$ cat config.mk
export PLATFORM = sky130hd
export DESIGN_NAME = hdmi_axi_reader
export DESIGN_NICKNAME = d
export VERILOG_FILES = /design/src/rtl/hdmi_axi_reader.sv
export SDC_FILE = /design/constraint.sdc
export NUM_CORES = 1
export LEC_CHECK = 0
export ABC_AREA = 1
export BUFFER_PORTS_ARGS = -buffer_cell sky130_fd_sc_hd__buf_4
export CAP_MARGIN = 10
export CORE_MARGIN = 4
export CORE_UTILIZATION = 40
export CTS_BUF_LIST = sky130_fd_sc_hd__clkbuf_16
export CTS_CLUSTER_SIZE = 30
export DETAILED_ROUTE_END_ITERATION = 6
export GPL_ROUTABILITY_DRIVEN = 0
export PLACE_DENSITY = 0.62
export SLEW_MARGIN = 5
export SYNTH_ARGS = -nofsm -noshare
export SYNTH_HDL_FRONTEND = slang
export SYNTH_SLANG_ARGS = --single-unit
export TNS_END_PERCENT = 10
$ cat constraint.sdc
create_clock -name clk -period 12.87 [get_ports clk]
set_input_delay 2.574 -clock clk [delete_from_list [all_inputs] [get_ports clk]]
set_output_delay 2.574 -clock clk [all_outputs]
set_load 0.1 [all_outputs]
$ cat src/rtl/hdmi_axi_reader.sv
// ---------------------------------------------------------------------------
// hdmi_axi_reader
//
// AXI4 read master serving the HDMI scan-out address generator. A kick
// with a non-zero read_num fetches read_num beats starting at read_addr,
// split into INCR bursts that never exceed MAX_BURST beats and never cross
// a 4 KB page. Only one burst is outstanding at a time. Returned beats pass
// through a single registered valid/ready stage towards the line buffer.
//
// Ports:
//   clk, rst_n             clock, asynchronous active-low reset
//   kick                   one-cycle request strobe (honoured only when idle)
//   read_addr, read_num    byte start address (beat aligned), beat count
//   busy                   high from the cycle after kick until the cycle
//                          after the last R handshake
//   m_axi_ar*              AXI4 read address channel (master side)
//   m_axi_r*               AXI4 read data channel (master side)
//   dout, dout_valid,
//   dout_ready             registered output stream
//   err                    sticky: bad rresp or misplaced rlast seen
// ---------------------------------------------------------------------------
module hdmi_axi_reader #(
  parameter int DATA_WIDTH = 32,
  parameter int MAX_BURST  = 16,
  parameter int NUM_WIDTH  = 16
) (
  input  logic                  clk,
  input  logic                  rst_n,
  input  logic                  kick,
  input  logic [31:0]           read_addr,
  input  logic [NUM_WIDTH-1:0]  read_num,
  output logic                  busy,
  output logic [31:0]           m_axi_araddr,
  output logic [7:0]            m_axi_arlen,
  output logic [2:0]            m_axi_arsize,
  output logic [1:0]            m_axi_arburst,
  output logic                  m_axi_arvalid,
  input  logic                  m_axi_arready,
  input  logic [DATA_WIDTH-1:0] m_axi_rdata,
  input  logic [1:0]            m_axi_rresp,
  input  logic                  m_axi_rlast,
  input  logic                  m_axi_rvalid,
  output logic                  m_axi_rready,
  output logic [DATA_WIDTH-1:0] dout,
  output logic                  dout_valid,
  input  logic                  dout_ready,
  output logic                  err
);

  localparam int BYTES = DATA_WIDTH / 8;
  localparam int LSB   = $clog2(BYTES);

  typedef enum logic [1:0] {
    IDLE,
    ADDR,
    DATA
  } state_t;

  state_t r_state;
  state_t w_stateNext;

  logic [31:0]           r_addr;
  logic [NUM_WIDTH-1:0]  r_rem;
  logic [8:0]            r_len;
  logic [8:0]            r_beat;
  logic [7:0]            r_arlen;
  logic [DATA_WIDTH-1:0] r_dout;
  logic                  r_doutValid;
  logic                  r_err;

  logic                  w_loadBurst;
  logic                  w_rFire;
  logic [8:0]            w_beatNext;
  logic                  w_lastBeat;
  logic [31:0]           w_addrAdv;
  logic [NUM_WIDTH-1:0]  w_remAdv;
  logic [31:0]           w_seedAddr;
  logic [NUM_WIDTH-1:0]  w_seedRem;
  logic [31:0]           w_pageBeats;
  logic [31:0]           w_remWide;
  logic [31:0]           w_minLen;
  logic [8:0]            w_seedLen;

  assign w_rFire    = m_axi_rvalid && m_axi_rready;
  assign w_beatNext = r_beat + 9'd1;
  assign w_lastBeat = (w_beatNext == r_len);

  // Position of the next burst once the current one has fully returned.
  assign w_addrAdv = r_addr + (32'(r_len) << LSB);
  assign w_remAdv  = r_rem - NUM_WIDTH'(r_len);

  // A new burst is seeded either from the request (first burst) or from
  // the advanced position (follow-on bursts).
  assign w_seedAddr = (r_state == IDLE) ? (read_addr & ~32'(BYTES - 1)) : w_addrAdv;
  assign w_seedRem  = (r_state == IDLE) ? read_num : w_remAdv;

  // Beats left before the 4 KB page boundary; the address is beat aligned
  // so the division is exact.
  assign w_pageBeats = (32'd4096 - {20'd0, w_seedAddr[11:0]}) >> LSB;
  assign w_remWide   = 32'(w_seedRem);

  always_comb begin
    w_minLen = w_remWide;
    if (w_minLen > 32'(MAX_BURST)) begin
      w_minLen = 32'(MAX_BURST);
    end
    if (w_minLen > w_pageBeats) begin
      w_minLen = w_pageBeats;
    end
  end

  assign w_seedLen = w_minLen[8:0];

  // State register.
  always_ff @(posedge clk or negedge rst_n) begin
    if (!rst_n) begin
      r_state <= IDLE;
    end else begin
      r_state <= w_stateNext;
    end
  end

  // Next-state logic; w_loadBurst marks every entry into ADDR.
  always_comb begin
    w_stateNext = r_state;
    w_loadBurst = 1'b0;
    case (r_state)
      IDLE: begin
        if (kick && (read_num != '0)) begin
          w_stateNext = ADDR;
          w_loadBurst = 1'b1;
        end
      end
      ADDR: begin
        if (m_axi_arready) begin
          w_stateNext = DATA;
        end
      end
      DATA: begin
        if (w_rFire && w_lastBeat) begin
          if (w_remAdv != '0) begin
            w_stateNext = ADDR;
            w_loadBurst = 1'b1;
          end else begin
            w_stateNext = IDLE;
          end
        end
      end
      default: w_stateNext = IDLE;
    endcase
  end

  // Burst bookkeeping, output register and sticky error.
  always_ff @(posedge clk or negedge rst_n) begin
    if (!rst_n) begin
      r_addr      <= '0;
      r_rem       <= '0;
      r_len       <= '0;
      r_beat      <= '0;
      r_arlen     <= '0;
      r_dout      <= '0;
      r_doutValid <= 1'b0;
      r_err       <= 1'b0;
    end else begin
      if (w_loadBurst) begin
        r_addr  <= w_seedAddr;
        r_rem   <= w_seedRem;
        r_len   <= w_seedLen;
        r_beat  <= '0;
        r_arlen <= 8'(w_seedLen - 9'd1);
      end else if (w_rFire) begin
        r_beat <= w_beatNext;
      end

      // A load wins over a consume so back-to-back beats stream at full rate.
      if (w_rFire) begin
        r_dout      <= m_axi_rdata;
        r_doutValid <= 1'b1;
      end else if (dout_ready) begin
        r_doutValid <= 1'b0;
      end

      // rlast must land exactly on the counted last beat.
      if (w_rFire && ((m_axi_rresp != 2'b00) || (m_axi_rlast != w_lastBeat))) begin
        r_err <= 1'b1;
      end
    end
  end

  assign busy          = (r_state != IDLE);
  assign m_axi_araddr  = r_addr;
  assign m_axi_arlen   = r_arlen;
  assign m_axi_arsize  = 3'(LSB);
  assign m_axi_arburst = 2'b01;
  assign m_axi_arvalid = (r_state == ADDR);
  assign m_axi_rready  = (r_state == DATA) && (!r_doutValid || dout_ready);
  assign dout          = r_dout;
  assign dout_valid    = r_doutValid;
  assign err           = r_err;

endmodule
==> flow_summary_export.csv, run 1 <==
group,metric,value,unit
detailed_routing,wl_per_cell,14.96,um
sta,finalHoldViolCount,0,
placed_design,portBuffers,163,
status,status,"finished clean",
layout,drive_gt1_frac,0.1894,
yosys,syn_area,7466,um^2
clock_network,post_cts_buffers,0,
critical_path,arrival,6.56,ns
clock_network,root_buffer,"clkbuf_16",
hold_path,hp-start,"err$_DFFE_PN0P_",
hold_path,hp-class,"flip-flop to flip-flop",
detailed_routing,ant_nets,0,
global_routing,grt_util_all_layers,0.2107,
detailed_routing,finalWirelength,21750,um
yosys,synthesis.instances,1069,
yosys,synth-seq-cells,110,
critical_path,critPathKind,"primary input to flip-flop",
die,design.core.area,18150,um^2
sta,hold_ws,0.4761,ns
detailed_routing,dr_wl_met3,1009,um
yosys,netlist.area_leader.share,0.3687,
die,die_y,144.6,um
yosys,synth-async-reset-ratio,1.000,
layout,final.fill_count,1869,
clock_network,cts_max_level,3,
clock_network,ctsResizeCount,0,
clock_network,numCtsBuffers,9,
critical_path,r2r_cells,30,
global_routing,grt_pass1_wl,35220,um
sta,rsz0062_at_grt,"false",
placed_design,place_ws,6.188,ns
flow_run,max_cap_viol_count,0,
die,io_pins,171,
global_routing,antenna_found_initial,0,
hold_path,min_path_cells,1,
sta,worstMarginPinSlew,0.7919,ns
clock_network,holdBufCountCts,0,
die,start_util,0.4114,
critical_path,worst_r2r_endpoint,"m_axi_arlen[6]$_DFFE_PN0P_",
yosys,synth_edf_count,0,
yosys,synth_top_cells_by_area,"dfrtp_1, nand2_1, inv_1, ha_1, nand3_1",
detailed_routing,dr.pass1.iters,5,
critical_path,worstSetupEndpointType,"flip-flop",
layout,area_growth,23.35,%
yosys,yosys.area.top_type,"dfrtp_1",
detailed_routing,drtIter0Drc,366,
placed_design,dp_hpwl,16150,um
clock_network,clk_pin_slew_worst_paths,0.07,ns
sta,period_share,0.4912,
hold_path,worstHoldEndpoint,"err$_DFFE_PN0P_",
global_routing,first_global_vias,7015,
yosys,dominantRegCellSynth,"dfrtp_1",
yosys,syn_area_per_cell,6.984,um^2
clock_network,cts_tree,"built",
die,row_count,49,
yosys,ys_warn_count,0,
sta,relSlewSlack,0.4721,
layout,nets,1342,
global_routing,grt_overflow_total,0,
yosys,ys_seq_area_frac,0.3687,
yosys,synth.distinct_cells,49,
critical_path,crit_path_start_kind,"primary input",
clock_network,clk-insertion-delay-late,0.36,ns
global_routing,grt_max_degree,73,
layout,n_antenna_cell,0,
sta,setup_viol,0,
detailed_routing,met1_length,9952,um
detailed_routing,wl_met2,10370,um
critical_path,worst_r2r_startpoint,"r_state[1]$_DFFE_PN0P_",
clock_network,clock-sinks,110,
sta,fmaxAchievable,0.1582,GHz
sta,tns,0,ns
sta,final_max_slew_viol_count,0,
die,die_width,144.6,um
critical_path,required,13.10,ns
die,die_area,20910,um^2
clock_network,clockBufferDepth,2,
detailed_routing,via_count,7312,
detailed_routing,drcViolationCount,0,
detailed_routing,highest_layer,"met4",
sta,fin_skew,0.01113,ns
sta,worst_slack,6.548,ns
critical_path,reg2reg_slack,7.57,ns
critical_path,cp_max_fo,10,
detailed_routing,vias_per_cell,5.029,
sta,period_needed,6.322,ns
-- registers in the layout (all words and copies together) (netlist names) --
register,count
r_len,9
r_rem,16
r_beat,9
m_axi_araddr,32
dout,32
err,1
r_state,2
m_axi_arlen,8
dout_valid,1
-- layout make-up --
type / instances / area [um^2] / share of cell area
Clock inverter: 7 / 128.9 / 0.01399
Timing Repair Buffer: 167 / 1254 / 0.1361
Inverter: 115 / 434.2 / 0.04715
Tap cell: 229 / 286.5 / 0.03111
Sequential cell: 110 / 2753 / 0.2989
Clock buffer: 9 / 225.2 / 0.02446
Multi-Input combinational cell: 817 / 4128 / 0.4482
-- stage by stage --
stage               cells  instance area (um^2)  utilization
floorplan            1078                  7500            -
global placement     1438                  8855       0.4879
detailed placement   1438                  8855       0.4879
CTS                  1454                  9209       0.5074
global route         1454                  9209       0.5074
finish               1454                  9209       0.5074
-- synthesized netlist by cell type (5+ instances only) --
library cell	number
nand2_1	360
dfrtp_1	110
inv_1	110
nor2_1	77
nand3_1	65
o21ai_0	60
a21oi_1	40
ha_1	31
nand4_1	24
xor2_1	20
nor4_1	15
o21ai_1	15
nor3_1	14
buf_2	12
clkbuf_1	12
or2_2	12
nand2_2	8
buf_4	7
nor2_2	7
o22ai_1	6
o21ai_2	5
or2_1	5
xnor2_1	5
-- logic make-up after synthesis --
kind of cell,synth area share
muxes,0.003351
adders and majority gates,0.05732
and+or+nand+nor,0.3477
DFF,0.3687
other,0.001006
xor gates and xnor gates,0.03151
AOI/OAI and AO/OA,0.1074
buffers and inverters,0.08296
-- worst max path at each step --
stage               slack [ns]         start                         end  cells past startpoint
floorplan                 6.95    dout_ready                m_axi_rready                      4
global placement          6.24  read_addr[2]  m_axi_arlen[6]$_DFFE_PN0P_                     28
detailed placement        6.19  read_addr[2]  m_axi_arlen[6]$_DFFE_PN0P_                     28
CTS                       6.55  read_addr[2]  m_axi_arlen[6]$_DFFE_PN0P_                     28
global route              6.15  read_addr[2]  m_axi_arlen[6]$_DFFE_PN0P_                     27
finish                    6.55  read_addr[2]  m_axi_arlen[6]$_DFFE_PN0P_                     28
-- per-layer routing --
| layer | vias to the layer above | GRT usage |
|---|---|---|
| met5 | - | 0 |
| met4 | 0 | 0.05547 |
| met2 | 177 | 0.3460 |
| li1 | 3755 | - |
| met1 | 3352 | 0.2901 |
| met3 | 28 | 0.03406 |
-- worst max-delay path: stages --
cell and delay [ns]:
buf_4 0.11, mux2i_2 0.19, nand2_2 0.12, nor2_4 0.12, nand2_2 0.10, nor2_4 0.15
nand2_2 0.09, nor2_2 0.13, nand2_2 0.09, or2_4 0.25, nor2_1 0.09, nand3_1 0.14
nand2_1 0.10, ha_1 0.14, nand2_1 0.07, nor2_1 0.18, nand3_1 0.10, a21boi_1 0.53
inv_2 0.25, nand4_1 0.15, nand2_1 0.11, inv_1 0.07, ha_1 0.15, nand2_1 0.11
nor2_1 0.19, nand2_1 0.08, nand2_1 0.08, nand3_1 0.07
-- layout by cell type, fill, tap and decap left out, types with 3 or more instances in the layout --
cell / Yosys / routed
nor2_1: 77 / 77
nor3_1: 14 / 14
xnor2_1: 5 / 5
nor2_4: 4 / 4
nand3_1: 65 / 65
bufinv_16: 0 / 3
inv_2: 4 / 4
buf_4: 7 / 167
dfrtp_1: 110 / 110
nand4_1: 24 / 24
o22ai_1: 6 / 6
o21ai_2: 5 / 5
conb_1: 2 / 11
or2_2: 12 / 12
a21oi_1: 40 / 40
nand2_1: 360 / 360
o21ai_1: 15 / 15
o21ai_0: 60 / 60
inv_1: 110 / 110
nor2_2: 7 / 7
o31ai_1: 4 / 4
clkbuf_16: 0 / 9
nor4_1: 15 / 15
ha_1: 31 / 31
o211ai_1: 4 / 4
a31oi_1: 4 / 4
nand3_2: 3 / 3
xor2_1: 20 / 20
nand2_2: 8 / 8
or2_1: 5 / 5
Power of run 1 is left out: the tool's default activity adds up to more than one toggle a clock period on the data nets, which glitch-free logic cannot reach.
==> inputs of run 2 (changes only) <==
- clock period: 12.87 -> 5.91 ns (I/O delays scaled with it)
==> run 2 against run 1 <==
Compared with the run above:
- final cell count is essentially flat
- global-route usage fell by 0.30 points
- sequential cell count unchanged
- die area unchanged
- non-clock buffer count up 1
- largest cell class unchanged
- clock skew fell by 0.0027 ns
==> flow_summary_export.csv, run 2 (synthesized netlist as in run 1, its figures left out) <==
group,metric,value,unit
detailed_routing,drtIter0Drc,315,
placed_design,dp_cells,1439,
critical_path,crit_path_start_kind,"flip-flop",
detailed_routing,vias_per_cell,5.012,
critical_path,path_delay_family,"simple AND/OR/NAND/NOR gates",
layout,layout_commonest_cell,"nand2_1",
placed_design,portBuffers,163,
global_routing,first_global_vias,6871,
clock_network,cts_tree,"built",
sta,finalHoldViolCount,0,
sta,rsz0062_at_grt,"false",
clock_network,numCtsBuffers,9,
detailed_routing,dr.pass1.iters,5,
placed_design,dp_hpwl,16420,um
global_routing,grt_pass1_wl,34550,um
global_routing,grt_max_degree,73,
global_routing,antenna_found_initial,0,
sta,period_needed,4.821,ns
sta,period_share,0.8157,
critical_path,cp_num_cells,31,
layout,final.fill_count,1876,
critical_path,arrival,5.06,ns
sta,tns,0,ns
clock_network,clk_pin_slew_worst_paths,0.08,ns
global_routing,grt_util_all_layers,0.2077,
die,io_pins,171,
status,status,"finished clean",
detailed_routing,drcViolationCount,0,
detailed_routing,finalWirelength,21820,um
clock_network,clock-sinks,110,
layout,n_antenna_cell,0,
sta,final_max_slew_viol_count,0,
critical_path,required,6.15,ns
die,design.core.area,18150,um^2
global_routing,grt_overflow_total,0,
critical_path,critPathKind,"flip-flop to flip-flop",
sta,worstMarginPinSlew,0.9695,ns
placed_design,place_area,8862,um^2
flow_run,max_cap_viol_count,0,
sta,setup_viol,0,
sta,fmaxAchievable,0.2074,GHz
critical_path,cp_max_fo,10,
critical_path,cp_num_buf_inv,4,
layout,area_growth,22.78,%
clock_network,root_buffer,"clkbuf_16",
hold_path,min_path_cells,2,
clock_network,post_cts_buffers,0,
layout,fin_cells,1455,
die,die_width,144.6,um
layout,fin_area,9166,um^2
die,die_area,20910,um^2
die,start_util,0.4114,
clock_network,clockBufferDepth,2,
detailed_routing,via_count,7293,
hold_path,hp-class,"flip-flop to flip-flop",
layout,nets,1343,
clock_network,clk-insertion-delay-late,0.36,ns
die,die_y,144.6,um
sta,fin_skew,0.008413,ns
critical_path,critical_path.most_common_cell,"nand2_1",
clock_network,ctsResizeCount,0,
clock_network,holdBufCountCts,0,
critical_path,worstSetupEndpointType,"flip-flop",
critical_path,critPathSlowestCell,"dfrtp_1",
clock_network,cts_max_level,3,
detailed_routing,wl_per_cell,15.00,um
die,row_count,49,
critical_path,r2r_cells,31,
layout,final_cell_mix,"nand2_1, buf_4, inv_1, dfrtp_1, nor2_1",
detailed_routing,ant_nets,0,
layout,drive_gt1_frac,0.1900,
critical_path,max_stage_delay,0.47,ns
sta,relSlewSlack,0.3537,
==> run 2: changes by cell type in the layout (fill, tap and decap cells not counted), sizes merged <==
cell	previous run	this run
buf	167	168
inv	117	118
clkinv	1	2
bufinv	3	1
==> run 2: metrics by stage <==
| stage | utilization | hold WS (ns) | worst slack, ns |
|---|---|---|---|
| 2_1_floorplan | - | 0.4483 | 1.186 |
| 3_3_place_gp | 0.4883 | 0.4614 | 1.162 |
| 3_5_place_dp | 0.4883 | 0.4659 | 1.115 |
| 4_1_cts | 0.5051 | 0.4869 | 1.096 |
| 5_1_grt | 0.5051 | 0.5000 | 0.6493 |
| 6_report | 0.5051 | 0.4837 | 1.089 |
==> run 2: area by class of cell <==
class	count	area, um^2	share of cell area
multi-input cells	817	4128	0.4503
flip-flops and latches	110	2753	0.3003
repair buffers	168	1261	0.1376
inverters	115	434.2	0.04737
well taps	229	286.5	0.03126
clock buffers	9	225.2	0.02457
clock inverters	7	78.83	0.008600
==> run 2: worst min-delay path, cell delays in order, from the launching register on <==
cell     delay, ns
dfrtp_1       0.35
nand2_1       0.05
nand2_1       0.05
==> run 2: final timing paths <==
path                                 startpoint                      endpoint  slack, ns
max                        r_len[0]$_DFFE_PN0P_    m_axi_arlen[6]$_DFFE_PN0P_       1.09
min                         dout[4]$_DFFE_PN0P_           dout[4]$_DFFE_PN0P_       0.48
max reg2reg                r_len[0]$_DFFE_PN0P_    m_axi_arlen[6]$_DFFE_PN0P_       1.09
min reg2reg                 dout[4]$_DFFE_PN0P_           dout[4]$_DFFE_PN0P_       0.48
max in group asynchronous                 rst_n         r_beat[2]$_DFFE_PN0P_       3.87
min in group asynchronous                 rst_n  m_axi_araddr[26]$_DFFE_PN0P_       0.98
==> run 2: routing by layer <==
layer	routed length [um]	vias to the layer above	track usage
met3	1164	29	0.02513
met5	0	-	0
met2	10330	181	0.3426
met4	458	0	0.06922
li1	-	3745	-
met1	9870	3338	0.2839
Power of run 2 is left out for the same reason.
